`src/rtl/mccpu_ctrl.sv`:
```
// Multi-cycle MIPS control sequencer: steps a shared datapath through FETCH/DECODE/EXEC/MEM/WB
// against a variable-latency req/ack memory, with retire pulse, sticky timeout and illegal flags.
module mccpu_ctrl #(
  parameter int MEM_TIMEOUT = 16,
  parameter int CNT_W       = 5
) (
  input  logic       clk,
  input  logic       rst,
  input  logic [5:0] Op,
  input  logic [5:0] Funct,
  input  logic       Zero,
  input  logic       mem_ack,
  output logic       mem_req,
  output logic       mem_we,
  output logic       IorD,
  output logic       IRWrite,
  output logic       PCWrite,
  output logic [1:0] NPCOp,
  output logic       RegWrite,
  output logic [1:0] GPRSel,
  output logic [1:0] WDSel,
  output logic       ALUSrcB,
  output logic       EXTOp,
  output logic [3:0] ALUOp,
  output logic [2:0] state,
  output logic       retire,
  output logic       timeout,
  output logic       illegal
);

  typedef enum logic [2:0] {
    S_FETCH  = 3'd0,
    S_DECODE = 3'd1,
    S_EXEC   = 3'd2,
    S_MEM    = 3'd3,
    S_WB     = 3'd4
  } state_e;

  typedef enum logic [3:0] {
    C_ILL, C_RALU, C_IALU, C_LW, C_SW, C_BEQ, C_BNE, C_J, C_JAL, C_JR, C_JALR
  } class_e;

  localparam logic [3:0] ALU_NOP  = 4'd0;
  localparam logic [3:0] ALU_ADD  = 4'd1;
  localparam logic [3:0] ALU_SUB  = 4'd2;
  localparam logic [3:0] ALU_AND  = 4'd3;
  localparam logic [3:0] ALU_OR   = 4'd4;
  localparam logic [3:0] ALU_SLT  = 4'd5;
  localparam logic [3:0] ALU_SLTU = 4'd6;
  localparam logic [3:0] ALU_NOR  = 4'd7;
  localparam logic [3:0] ALU_SLL  = 4'd8;
  localparam logic [3:0] ALU_SRL  = 4'd9;
  localparam logic [3:0] ALU_SLLV = 4'd10;
  localparam logic [3:0] ALU_SRLV = 4'd11;
  localparam logic [3:0] ALU_LUI  = 4'd12;

  localparam logic [CNT_W-1:0] CNT_LAST = CNT_W'(MEM_TIMEOUT - 1);
  localparam logic [CNT_W-1:0] CNT_MAX  = '1;

  state_e           state_q, state_d;
  logic [CNT_W-1:0] cnt_q, cnt_d;
  logic             timeout_q, timeout_d;
  logic             illegal_q, illegal_d;

  class_e     dec_class;
  logic [3:0] dec_alu;
  logic       dec_ext;

  // Instruction decode, independent of state; only consumed from DECODE onward.
  always_comb begin
    dec_class = C_ILL;
    dec_alu   = ALU_NOP;
    dec_ext   = 1'b0;
    case (Op)
      6'h00: begin
        case (Funct)
          6'h20, 6'h21: begin dec_class = C_RALU; dec_alu = ALU_ADD;  end
          6'h22, 6'h23: begin dec_class = C_RALU; dec_alu = ALU_SUB;  end
          6'h24:        begin dec_class = C_RALU; dec_alu = ALU_AND;  end
          6'h25:        begin dec_class = C_RALU; dec_alu = ALU_OR;   end
          6'h27:        begin dec_class = C_RALU; dec_alu = ALU_NOR;  end
          6'h2a:        begin dec_class = C_RALU; dec_alu = ALU_SLT;  end
          6'h2b:        begin dec_class = C_RALU; dec_alu = ALU_SLTU; end
          6'h00:        begin dec_class = C_RALU; dec_alu = ALU_SLL;  end
          6'h02:        begin dec_class = C_RALU; dec_alu = ALU_SRL;  end
          6'h04:        begin dec_class = C_RALU; dec_alu = ALU_SLLV; end
          6'h06:        begin dec_class = C_RALU; dec_alu = ALU_SRLV; end
          6'h08:        dec_class = C_JR;
          6'h09:        dec_class = C_JALR;
          default:      dec_class = C_ILL;
        endcase
      end
      6'h08:   begin dec_class = C_IALU; dec_alu = ALU_ADD; dec_ext = 1'b1; end
      6'h0a:   begin dec_class = C_IALU; dec_alu = ALU_SLT; dec_ext = 1'b1; end
      6'h0c:   begin dec_class = C_IALU; dec_alu = ALU_AND; end
      6'h0d:   begin dec_class = C_IALU; dec_alu = ALU_OR;  end
      6'h0f:   begin dec_class = C_IALU; dec_alu = ALU_LUI; end
      6'h23:   dec_class = C_LW;
      6'h2b:   dec_class = C_SW;
      6'h04:   dec_class = C_BEQ;
      6'h05:   dec_class = C_BNE;
      6'h02:   dec_class = C_J;
      6'h03:   dec_class = C_JAL;
      default: dec_class = C_ILL;
    endcase
  end

  logic req_s, we_s, irw_s, pcw_s, rw_s, ret_s;

  always_comb begin
    state_d  = state_q;
    req_s    = 1'b0;
    we_s     = 1'b0;
    irw_s    = 1'b0;
    pcw_s    = 1'b0;
    rw_s     = 1'b0;
    ret_s    = 1'b0;
    IorD     = 1'b0;
    NPCOp    = 2'b00;
    GPRSel   = 2'b00;
    WDSel    = 2'b00;
    ALUSrcB  = 1'b0;
    EXTOp    = 1'b0;
    ALUOp    = ALU_NOP;
    case (state_q)
      S_FETCH: begin
        req_s = 1'b1;
        if (mem_ack) begin
          irw_s   = 1'b1;
          pcw_s   = 1'b1;
          state_d = S_DECODE;
        end
      end
      S_DECODE: begin
        // Illegal instructions retire here as a NOP with no architectural write.
        if (dec_class == C_ILL) begin
          ret_s   = 1'b1;
          state_d = S_FETCH;
        end else begin
          state_d = S_EXEC;
        end
      end
      S_EXEC: begin
        case (dec_class)
          C_RALU: begin
            ALUOp   = dec_alu;
            state_d = S_WB;
          end
          C_IALU: begin
            ALUOp   = dec_alu;
            ALUSrcB = 1'b1;
            EXTOp   = dec_ext;
            state_d = S_WB;
          end
          C_LW, C_SW: begin
            ALUOp   = ALU_ADD;
            ALUSrcB = 1'b1;
            EXTOp   = 1'b1;
            state_d = S_MEM;
          end
          C_BEQ, C_BNE: begin
            ALUOp   = ALU_SUB;
            NPCOp   = 2'b01;
            pcw_s   = (dec_class == C_BEQ) ? Zero : ~Zero;
            ret_s   = 1'b1;
            state_d = S_FETCH;
          end
          C_J, C_JAL: begin
            NPCOp   = 2'b10;
            pcw_s   = 1'b1;
            ret_s   = 1'b1;
            if (dec_class == C_JAL) begin
              rw_s   = 1'b1;
              GPRSel = 2'b10;
              WDSel  = 2'b10;
            end
            state_d = S_FETCH;
          end
          C_JR, C_JALR: begin
            NPCOp   = 2'b11;
            pcw_s   = 1'b1;
            ret_s   = 1'b1;
            if (dec_class == C_JALR) begin
              rw_s  = 1'b1;
              WDSel = 2'b10;
            end
            state_d = S_FETCH;
          end
          default: state_d = S_FETCH;
        endcase
      end
      S_MEM: begin
        req_s = 1'b1;
        IorD  = 1'b1;
        we_s  = (dec_class == C_SW);
        if (mem_ack) begin
          if (dec_class == C_SW) begin
            ret_s   = 1'b1;
            state_d = S_FETCH;
          end else begin
            state_d = S_WB;
          end
        end
      end
      S_WB: begin
        rw_s    = 1'b1;
        ret_s   = 1'b1;
        state_d = S_FETCH;
        case (dec_class)
          C_IALU:  GPRSel = 2'b01;
          C_LW:    begin GPRSel = 2'b01; WDSel = 2'b01; end
          default: GPRSel = 2'b00;
        endcase
      end
      default: state_d = S_FETCH;
    endcase
  end

  // Wait counter: retries keep the request up; a full window without ack flags a timeout.
  always_comb begin
    cnt_d     = '0;
    timeout_d = timeout_q;
    if ((state_q == S_FETCH || state_q == S_MEM) && !mem_ack) begin
      if (cnt_q == CNT_LAST) begin
        cnt_d     = '0;
        timeout_d = 1'b1;
      end else if (cnt_q != CNT_MAX) begin
        cnt_d = cnt_q + CNT_W'(1);
      end else begin
        cnt_d = cnt_q;
      end
    end
    illegal_d = illegal_q | (state_q == S_DECODE && dec_class == C_ILL);
  end

  always_ff @(posedge clk) begin
    if (rst) begin
      state_q   <= S_FETCH;
      cnt_q     <= '0;
      timeout_q <= 1'b0;
      illegal_q <= 1'b0;
    end else begin
      state_q   <= state_d;
      cnt_q     <= cnt_d;
      timeout_q <= timeout_d;
      illegal_q <= illegal_d;
    end
  end

  assign mem_req  = req_s & ~rst;
  assign mem_we   = we_s  & ~rst;
  assign IRWrite  = irw_s & ~rst;
  assign PCWrite  = pcw_s & ~rst;
  assign RegWrite = rw_s  & ~rst;
  assign retire   = ret_s & ~rst;
  assign state    = state_q;
  assign timeout  = timeout_q;
  assign illegal  = illegal_q;

endmodule

```
`config.mk`:
```
export PLATFORM = sky130hd
export DESIGN_NAME = mccpu_ctrl
export DESIGN_NICKNAME = d
export VERILOG_FILES = /design/src/rtl/mccpu_ctrl.sv
export SDC_FILE = /design/constraint.sdc
export NUM_CORES = 1
export LEC_CHECK = 0
export CORE_MARGIN = 2
export CORE_UTILIZATION = 47
export DETAILED_ROUTE_END_ITERATION = 8
export PLACE_DENSITY = 0.83
export SKIP_CTS_REPAIR_TIMING = 1
export SYNTH_ARGS = -nofsm -noshare
export SYNTH_HDL_FRONTEND = slang
export SYNTH_SLANG_ARGS = --single-unit
export TNS_END_PERCENT = 20
```
`constraint.sdc`:
```
create_clock -name clk -period 2 [get_ports clk]
set_input_delay 0.2 -clock clk [delete_from_list [all_inputs] [get_ports clk]]
set_output_delay 0.2 -clock clk [all_outputs]
set_load 0.005 [all_outputs]
```
* Word-level counts from Yosys, hierarchy flattened
Index checks and enable logic that the tools add are counted.
** Word-level totals
- Bits in registers :: 10
** Operators by class
- $add $sub $neg :: 1
- Equal/unequal tests :: 43
- Muxes and demuxes :: 44
- Bitwise logic cells :: 10
- Reductions and logical operators :: 26
** Operators with widths (count)
- $eq 6x6->1 const B :: 11
- $pmux 4 s11 :: 1
- $eq 6x4->1 const B :: 7
- $pmux 4 s8 :: 1
- $eq 6x3->1 const B :: 4
- $pmux 4 s3 :: 2
- $pmux 4 s6 :: 1
- $reduce_or 2->1 :: 10
- $eq 6x2->1 const B :: 3
- $mux 1 :: 18
- $eq 4x3->1 const B :: 4
- $reduce_or 13->1 :: 1
- $eq 4x4->1 const B :: 3
- $logic_not 6->1 :: 2
- $pmux 2 s2 :: 3
- $pmux 3 s4 :: 1
- $mux 2 :: 5
- $pmux 1 s2 :: 5
- $mux 3 :: 3
- $eq 4x2->1 const B :: 2
- $and 1x1->1 :: 6
- $eq 3x2->1 const B :: 2
- $pmux 2 s3 :: 1
- $pmux 3 s2 :: 1
- other kinds (21) :: 27

* Longest topological paths before layout
Gate-level depths: netlist (run 1).
- Depth in word-level cells :: 9
- Gate-level depth with buffers :: 8

* Least setup slack after synthesis (run 1)
OpenSTA, ideal clock, no wires.
- Path kind :: input port to output port
- Start :: input port Op[4]
- End :: output port ALUOp[3]
- Data arrival time :: 1.766 ns
- Data required time :: 1.800 ns
- Setup slack :: 0.034 ns
- Stages on the path :: 7
- Buffers on the path :: 2
- Cell sequence :: buf_6 > or4_4 > nor2b_4 > a41o_1 > buf_4 > xor2_2 > a2111oi_2
** On the way
- Cells in the longest elaborated chain, start to end :: 7
- Elaborated cells on any way between the ends :: 26
- Classes of those cells :: eq/ne (17); mux (4); reduce/logical (5)
** Ends and longest elaborated chain
- start, declared :: line 9 : input logic [5:0] Op,
- $eq 6x4->1 :: line 74 : case (Op)
- $reduce_or 5->1 (no source line)
- $pmux 4 s8 :: line 74
- $eq 4x3->1, or another cell as far along :: line 144 : case (dec_class)
- $reduce_or 2->1, on equally long branches
- $pmux 4 s3 * :: line 144
- $mux 4 * :: line 125 : case (state_q)
- end, declared :: line 24 : output logic [3:0] ALUOp,
Every way passes the cells marked *; elsewhere a longest branch is shown, timed or not.

* Final worst setup path (run 1)
- Start :: input port Op[1]
- End :: output port ALUOp[3]
Same word-level chain as after synthesis.

==> results of run 1 <==
-- where the power goes --
part / switching (mW) / internal, mW / leakage [nW]
clock: 0.0764 / 0.111 / 0.0210
sequential: 0.00451 / 0.205 / 0.0812
combinational: 0.159 / 0.161 / 1.07
total: 0.240 / 0.477 / 1.18
-- registers in the layout, indices dropped and copies added, names as in the netlist --
name     cells
cnt_q        5
illegal      1
state        3
timeout      1
-- worst max path at each step --
stage | start | cells past startpoint | end
5_1_grt | Op[1] | 11 | ALUOp[3]
3_3_place_gp | Op[4] | 7 | ALUOp[3]
6_report | Op[1] | 11 | ALUOp[3]
2_1_floorplan | Op[4] | 7 | ALUOp[3]
3_5_place_dp | Op[4] | 7 | ALUOp[3]
4_1_cts | Op[4] | 7 | ALUOp[3]
-- logic make-up after synthesis --
logic type,share of synthesized area [%]
AO/OA/AOI/OAI,24.9
XOR/XNOR,4.74
adder cells (fa/ha/maj),2.96
flip-flops,15.8
buffers and inverters,7.51
multiplexers,0.791
AND/OR/NAND/NOR,43.3
-- metal layers --
metal | routed length (um) | vias to the layer above
met5 | 0 | -
li1 | - | 837
met3 | 445 | 53
met2 | 2930 | 134
met1 | 2230 | 936
met4 | 363 | 0
-- cells in the mapped netlist, drive strengths merged, types with 3 or more instances --
library cell	number	area share (%)
a21oi	13	5.1
nor4b	3	2.6
nor3	9	3.6
or4	3	2.1
clkbuf	5	1.5
nand2	10	3.2
buf	9	4.2
a21o	3	1.8
or2	3	1.5
nor2b	6	3.6
ha	3	3.0
a211oi	3	1.8
xor2	4	3.4
nand2b	7	3.5
dfxtp	10	16
nand3b	5	3.0
nand3	8	3.2
nor2	27	8.2
o21ai	8	3.2
inv	6	1.8
-- final cells by class --
class | instances | area (sq um) | area share, %
repair buffers | 100 | 872 | 37.5
inverters | 6 | 22.5 | 0.968
clock buffers | 4 | 36.3 | 1.56
flip-flops and latches | 10 | 200 | 8.61
multi-input cells | 150 | 1160 | 49.8
well taps | 30 | 37.5 | 1.61
-- tightest hold or removal path: stages (launching register included) --
cell	delay (ns)
dfxtp_1	0.31
inv_1	0.05
a21oi_1	0.05
-- metrics by stage --
step / hold WS, ns / total power [mW] / setup WS [ns] / cells / utilization, %
3_3_place_gp: 0.434 / 0.447 / -0.900 / 284 / 78.9
3_5_place_dp: 0.447 / 0.457 / -0.996 / 284 / 78.9
2_1_floorplan: 0.298 / 0.326 / 0.0336 / 180 / -
6_report: 0.462 / 0.716 / -0.301 / 300 / 92.2
5_1_grt: 0.485 / 0.744 / -0.337 / 300 / 92.2
4_1_cts: 0.457 / 0.640 / -1.00 / 288 / 80.3
==> results.py, run 1 <==
metrics = {
    "drt": {
        "wl_um": 5970,
        "vias": 1960,
        "wl_per_cell_um": 19.9,
        "drc_errors": 0,
        "ant_nets": 0,
        "drtPass1Iterations": 5,
        "viasPerCell": 6.53,
        "drt_iter0_drc": 194,
    },
    "clock_network": {
        "clk_latency_ns": 0.27,
        "clk_pin_slew_ns": 0.07,
        "cts.sinks": 10,
        "cts_root_buf": "clkbuf_4",
        "clock_path_buffers": 2,
        "cts_tree": "done",
        "numCtsBuffers": 3,
        "htreeDepth": 1,
    },
    "status": {
        "violations": "setup timing",
        "status": "finished, violations left",
    },
    "cells_and_area": {
        "fillers": 99,
        "final_cell_mix": "52 x buf_4, 22 x nor2_1, 13 x dlymetal6s2s_1",
        "syn_to_final_growth_pct": 83.7,
        "final_common_cell": "buf_4",
        "n_antenna_cell": 0,
        "final_layout_size_suffix_gt1_share_pct": 44.1,
        "nets": 290,
        "fin_area_sq_um": 2330,
    },
    "floorplan": {
        "die_y_um": 55.9,
        "rows": 18,
        "dieArea_sq_um": 3130,
        "pin_count": 40,
        "die_w_um": 55.9,
        "core_area_sq_um": 2520,
        "start_util_pct": 50.2,
    },
    "timing": {
        "slew_viol_final": 0,
        "post-route-period-util_pct": 115,
        "finalCriticalPeriod_ns": 2.30,
        "rsz0062_at_grt": "yes",
        "worstMarginPinSlew_ns": 0.408,
        "fmax_mhz": 435,
        "slew_headroom_pct": 72.8,
        "setup_viol": 15,
        "fin_setup_tns_ns": -1.57,
        "worst_slack_ns": -0.301,
        "finClkSkew_ns": 0.000646,
        "hold_viol": 0,
    },
    "synth": {
        "synth_edf_count": 0,
        "syn_inst": 180,
        "syn_avg_cell_area_sq_um": 7.03,
        "synth_top_flop_cell": "dfxtp_1",
        "synthesis.area_sq_um": 1270,
        "ys_types": 57,
        "yosysSeqAreaShare_pct": 15.8,
        "syn-num-nets": 199,
        "yosys_warnings": 0,
        "ys_ff_latch": 10,
        "synthArstFlopShare_pct": 0,
    },
    "worst_setup_path": {
        "slowest_delay_ns": 0.28,
        "path_cells": "buf_4 -> buf_6 -> nand2b_4 -> a211oi_2 -> nor3_2 -> a21o_4 -> buf_4 -> xor2_2 -> buf_4 -> a2111oi_4 -> buf_2",
        "regToRegStartpoint": "cnt_q[0]",
        "cp-start-kind": "input pin",
        "r2r-end": "cnt_q[3]",
        "cpMostUsedCell": "buf_4",
        "crit_slowest_cell": "a2111oi_4",
        "crit_required_ns": 1.80,
        "crit_family": "buffers and inverters",
        "crit_buf_inv": 5,
        "cp.arrival_ns": 2.10,
        "rr_worst_depth": 6,
        "crit_type": "input pin to primary output",
        "crit_path_max_fanout": 6,
        "reg2reg_slack_ns": 0.39,
        "critPathCaptureType": "primary output",
    },
    "placed_design": {
        "routabilityCongestion": 0.857,
        "portBuffers": 39,
        "dpl.hpwl_um": 3330,
        "dpl_cell_area_sq_um": 1990,
    },
    "global_route": {
        "grt_most_used_layer": "met2",
        "track_usage_pct": 27.4,
        "antenna_found_initial": 0,
        "grt_pass1_vias": 1600,
        "use_met3_pct": 4.19,
        "gr-usage-met2_pct": 48.0,
        "grt_first_pass_wirelength_um": 7090,
        "met1_usage_pct": 34.9,
        "grt_max_degree": 12,
        "grt_overflow": 0,
    },
    "power_and_ir_drop": {
        "power.density_nw_per_um2": 308,
        "ir_worst_vdd_mv": 0.616,
        "leakagePower_nw": 1.18,
    },
    "min_path": {
        "whs_path_depth": 2,
        "hold_start": "illegal",
        "whs_endpoint": "illegal",
        "hp-class": "flop to flop",
    },
    "flow_run": {
        "drv_cap": 0,
    },
}
No activity file was read; power rests on OpenSTA's default activity.
==> run 2: changes to the inputs <==
Settings changed: CORE_ASPECT_RATIO set to 0.9, PLACE_DENSITY 0.83 to 0.81.
==> run 2 against run 1 <==
  * The run ends with DRC, setup timing left
  * Global-route usage is 0.14 points lower
  * Sequential power is essentially flat
  * Cell area down 2.1%
  * First-iteration DRC count rose by 120%
  * Non-clock buffer count shrank 3
  * Total power rose by 1.8%
  * Critical path type unchanged
  * Count of clock-buffer cells in the layout did not move
  * Cell count down 1.7%
  * Maximum frequency down 10%
  * Critical path depth is 2 lower
  * Clock skew rose by 0.022 ns
  * Largest cell class unchanged
==> results.py, run 2 (synthesized netlist as in run 1, its figures left out) <==
metrics = {
    "timing": {
        "worst_slack_ns": -0.560,
        "setup_viol": 16,
        "finalCriticalPeriod_ns": 2.56,
        "fmax_mhz": 391,
        "slew_headroom_pct": 68.5,
        "rsz0062_at_grt": "yes",
        "post-route-period-util_pct": 128,
        "slew_viol_final": 0,
        "finClkSkew_ns": 0.0224,
        "hold_viol": 0,
        "worstMarginPinSlew_ns": 0.466,
    },
    "worst_setup_path": {
        "cpMostUsedCell": "buf_6",
        "crit_family": "simple AND/OR/NAND/NOR gates",
        "crit_required_ns": 1.80,
        "slowest_delay_ns": 0.50,
        "critPathCaptureType": "primary output",
        "crit_buf_inv": 4,
        "cp-start-kind": "input pin",
        "crit_slowest_cell": "clkdlybuf4s50_1",
        "crit_type": "input pin to primary output",
        "crit_path_max_fanout": 5,
        "cp.arrival_ns": 2.36,
        "path_cells": "buf_6 -> buf_4 -> nor4b_4 -> nand3_1 -> a21o_1 -> buf_6 -> nor3_2 -> and2_1 -> clkdlybuf4s50_1",
    },
    "drt": {
        "drt_iter0_drc": 432,
        "drc_errors": 2,
        "vias": 1991,
        "ant_nets": 0,
        "viasPerCell": 6.75,
        "wl_per_cell_um": 22.8,
        "wl_um": 6720,
        "drtPass1Iterations": 9,
    },
    "cells_and_area": {
        "fin_area_sq_um": 2280,
        "syn_to_final_growth_pct": 79.8,
        "largest_register": "cnt_q",
        "final_layout_size_suffix_gt1_share_pct": 40.4,
        "largest_reg_flops": 5,
        "final_cell_mix": "51 x buf_4, 24 x nor2_1, 15 x clkdlybuf4s50_1",
        "n_antenna_cell": 0,
        "fillers": 112,
        "nets": 287,
        "final_common_cell": "buf_4",
        "final_core_util_pct": 90.7,
    },
    "floorplan": {
        "rows": 17,
        "start_util_pct": 50.4,
        "pin_count": 40,
        "core_area_sq_um": 2510,
        "die_w_um": 58.7,
        "dieArea_sq_um": 3130,
        "die_y_um": 53.2,
    },
    "power_and_ir_drop": {
        "power.density_nw_per_um2": 320,
        "leakagePower_nw": 1.12,
        "ir_worst_vdd_mv": 0.386,
    },
    "global_route": {
        "track_usage_pct": 27.3,
        "grt_pass1_vias": 1457,
        "grt_overflow": 0,
        "grt_first_pass_wirelength_um": 6480,
        "grt_max_degree": 12,
        "antenna_found_initial": 0,
    },
    "min_path": {
        "hp-class": "flop to flop",
    },
    "placed_design": {
        "dpl_cell_area_sq_um": 1960,
        "dpl.hpwl_um": 3210,
        "routabilityCongestion": 0.918,
        "portBuffers": 39,
        "post-place-ws_ns": -0.949,
    },
    "status": {
        "status": "finished, violations left",
        "violations": "DRC, setup timing",
    },
    "clock_network": {
        "clock_path_buffers": 2,
        "clk_pin_slew_ns": 0.09,
        "cts_root_buf": "clkbuf_4",
        "cts_tree": "done",
        "clk_latency_ns": 0.30,
        "htreeDepth": 1,
        "numCtsBuffers": 3,
        "cts.sinks": 10,
    },
    "flow_run": {
        "drv_cap": 0,
    },
}
-- run 2: worst paths after layout --
kind / slack (ns) / from / cells after the start / to
max reg2reg: 0.37 / cnt_q[0] / 6 / cnt_q[3]
min: 0.48 / illegal / 2 / illegal
max: -0.56 / Op[5] / 9 / WDSel[0]
min reg2reg: 0.48 / illegal / 2 / illegal
-- run 2: power by group --
part | switching (mW) | internal, mW
Combinational | 0.166 | 0.150
Sequential | 0.00459 | 0.205
Clock | 0.0931 | 0.111
-- run 2: cell type report --
| type | instances | area (sq um) | share of cell area (%) |
|---|---|---|---|
| Multi-Input combinational cell | 150 | 1130 | 49.6 |
| Timing Repair Buffer | 97 | 853 | 37.5 |
| Sequential cell | 10 | 200 | 8.79 |
| Clock buffer | 4 | 36.3 | 1.59 |
| Tap cell | 28 | 35.0 | 1.54 |
| Inverter | 6 | 22.5 | 0.989 |
-- run 2: worst register-to-register path, delay by kind of cell (launching register included) --
kind	cells	cell delay (ns)
xor gates and xnor gates	1	0.18
adders and majority gates	2	0.50
DFF	1	0.34
and+or+nand+nor	3	0.51
-- run 2: metrics by stage --
stage          hold WS, ns  std cells  TNS, ns  power [mW]
2_1_floorplan        0.298        180        0       0.326
3_3_place_gp         0.449        279   -12.27       0.445
3_5_place_dp         0.462        279   -13.34       0.454
4_1_cts              0.478        283   -12.71       0.646
5_1_grt              0.499        295    -4.64       0.750
6_report             0.483        295    -3.92       0.729
-- run 2: per-layer routing --
| layer | GRT usage (%) | vias to the layer above | part of all wire, % | wire, um |
|---|---|---|---|---|
| li1 | - | 823 | - | - |
| met1 | 34.9 | 896 | 36 | 2390 |
| met2 | 46.8 | 194 | 45 | 3050 |
| met3 | 4.89 | 78 | 11 | 713 |
| met4 | 7.95 | 0 | 8.5 | 569 |
| met5 | 0 | - | 0 | 0 |
==> run 3: changes to the inputs <==
Settings changed: SLEW_MARGIN set to 20.
==> results of run 3 <==
The final DEF is identical to that of run 2; final timing and power are the same.
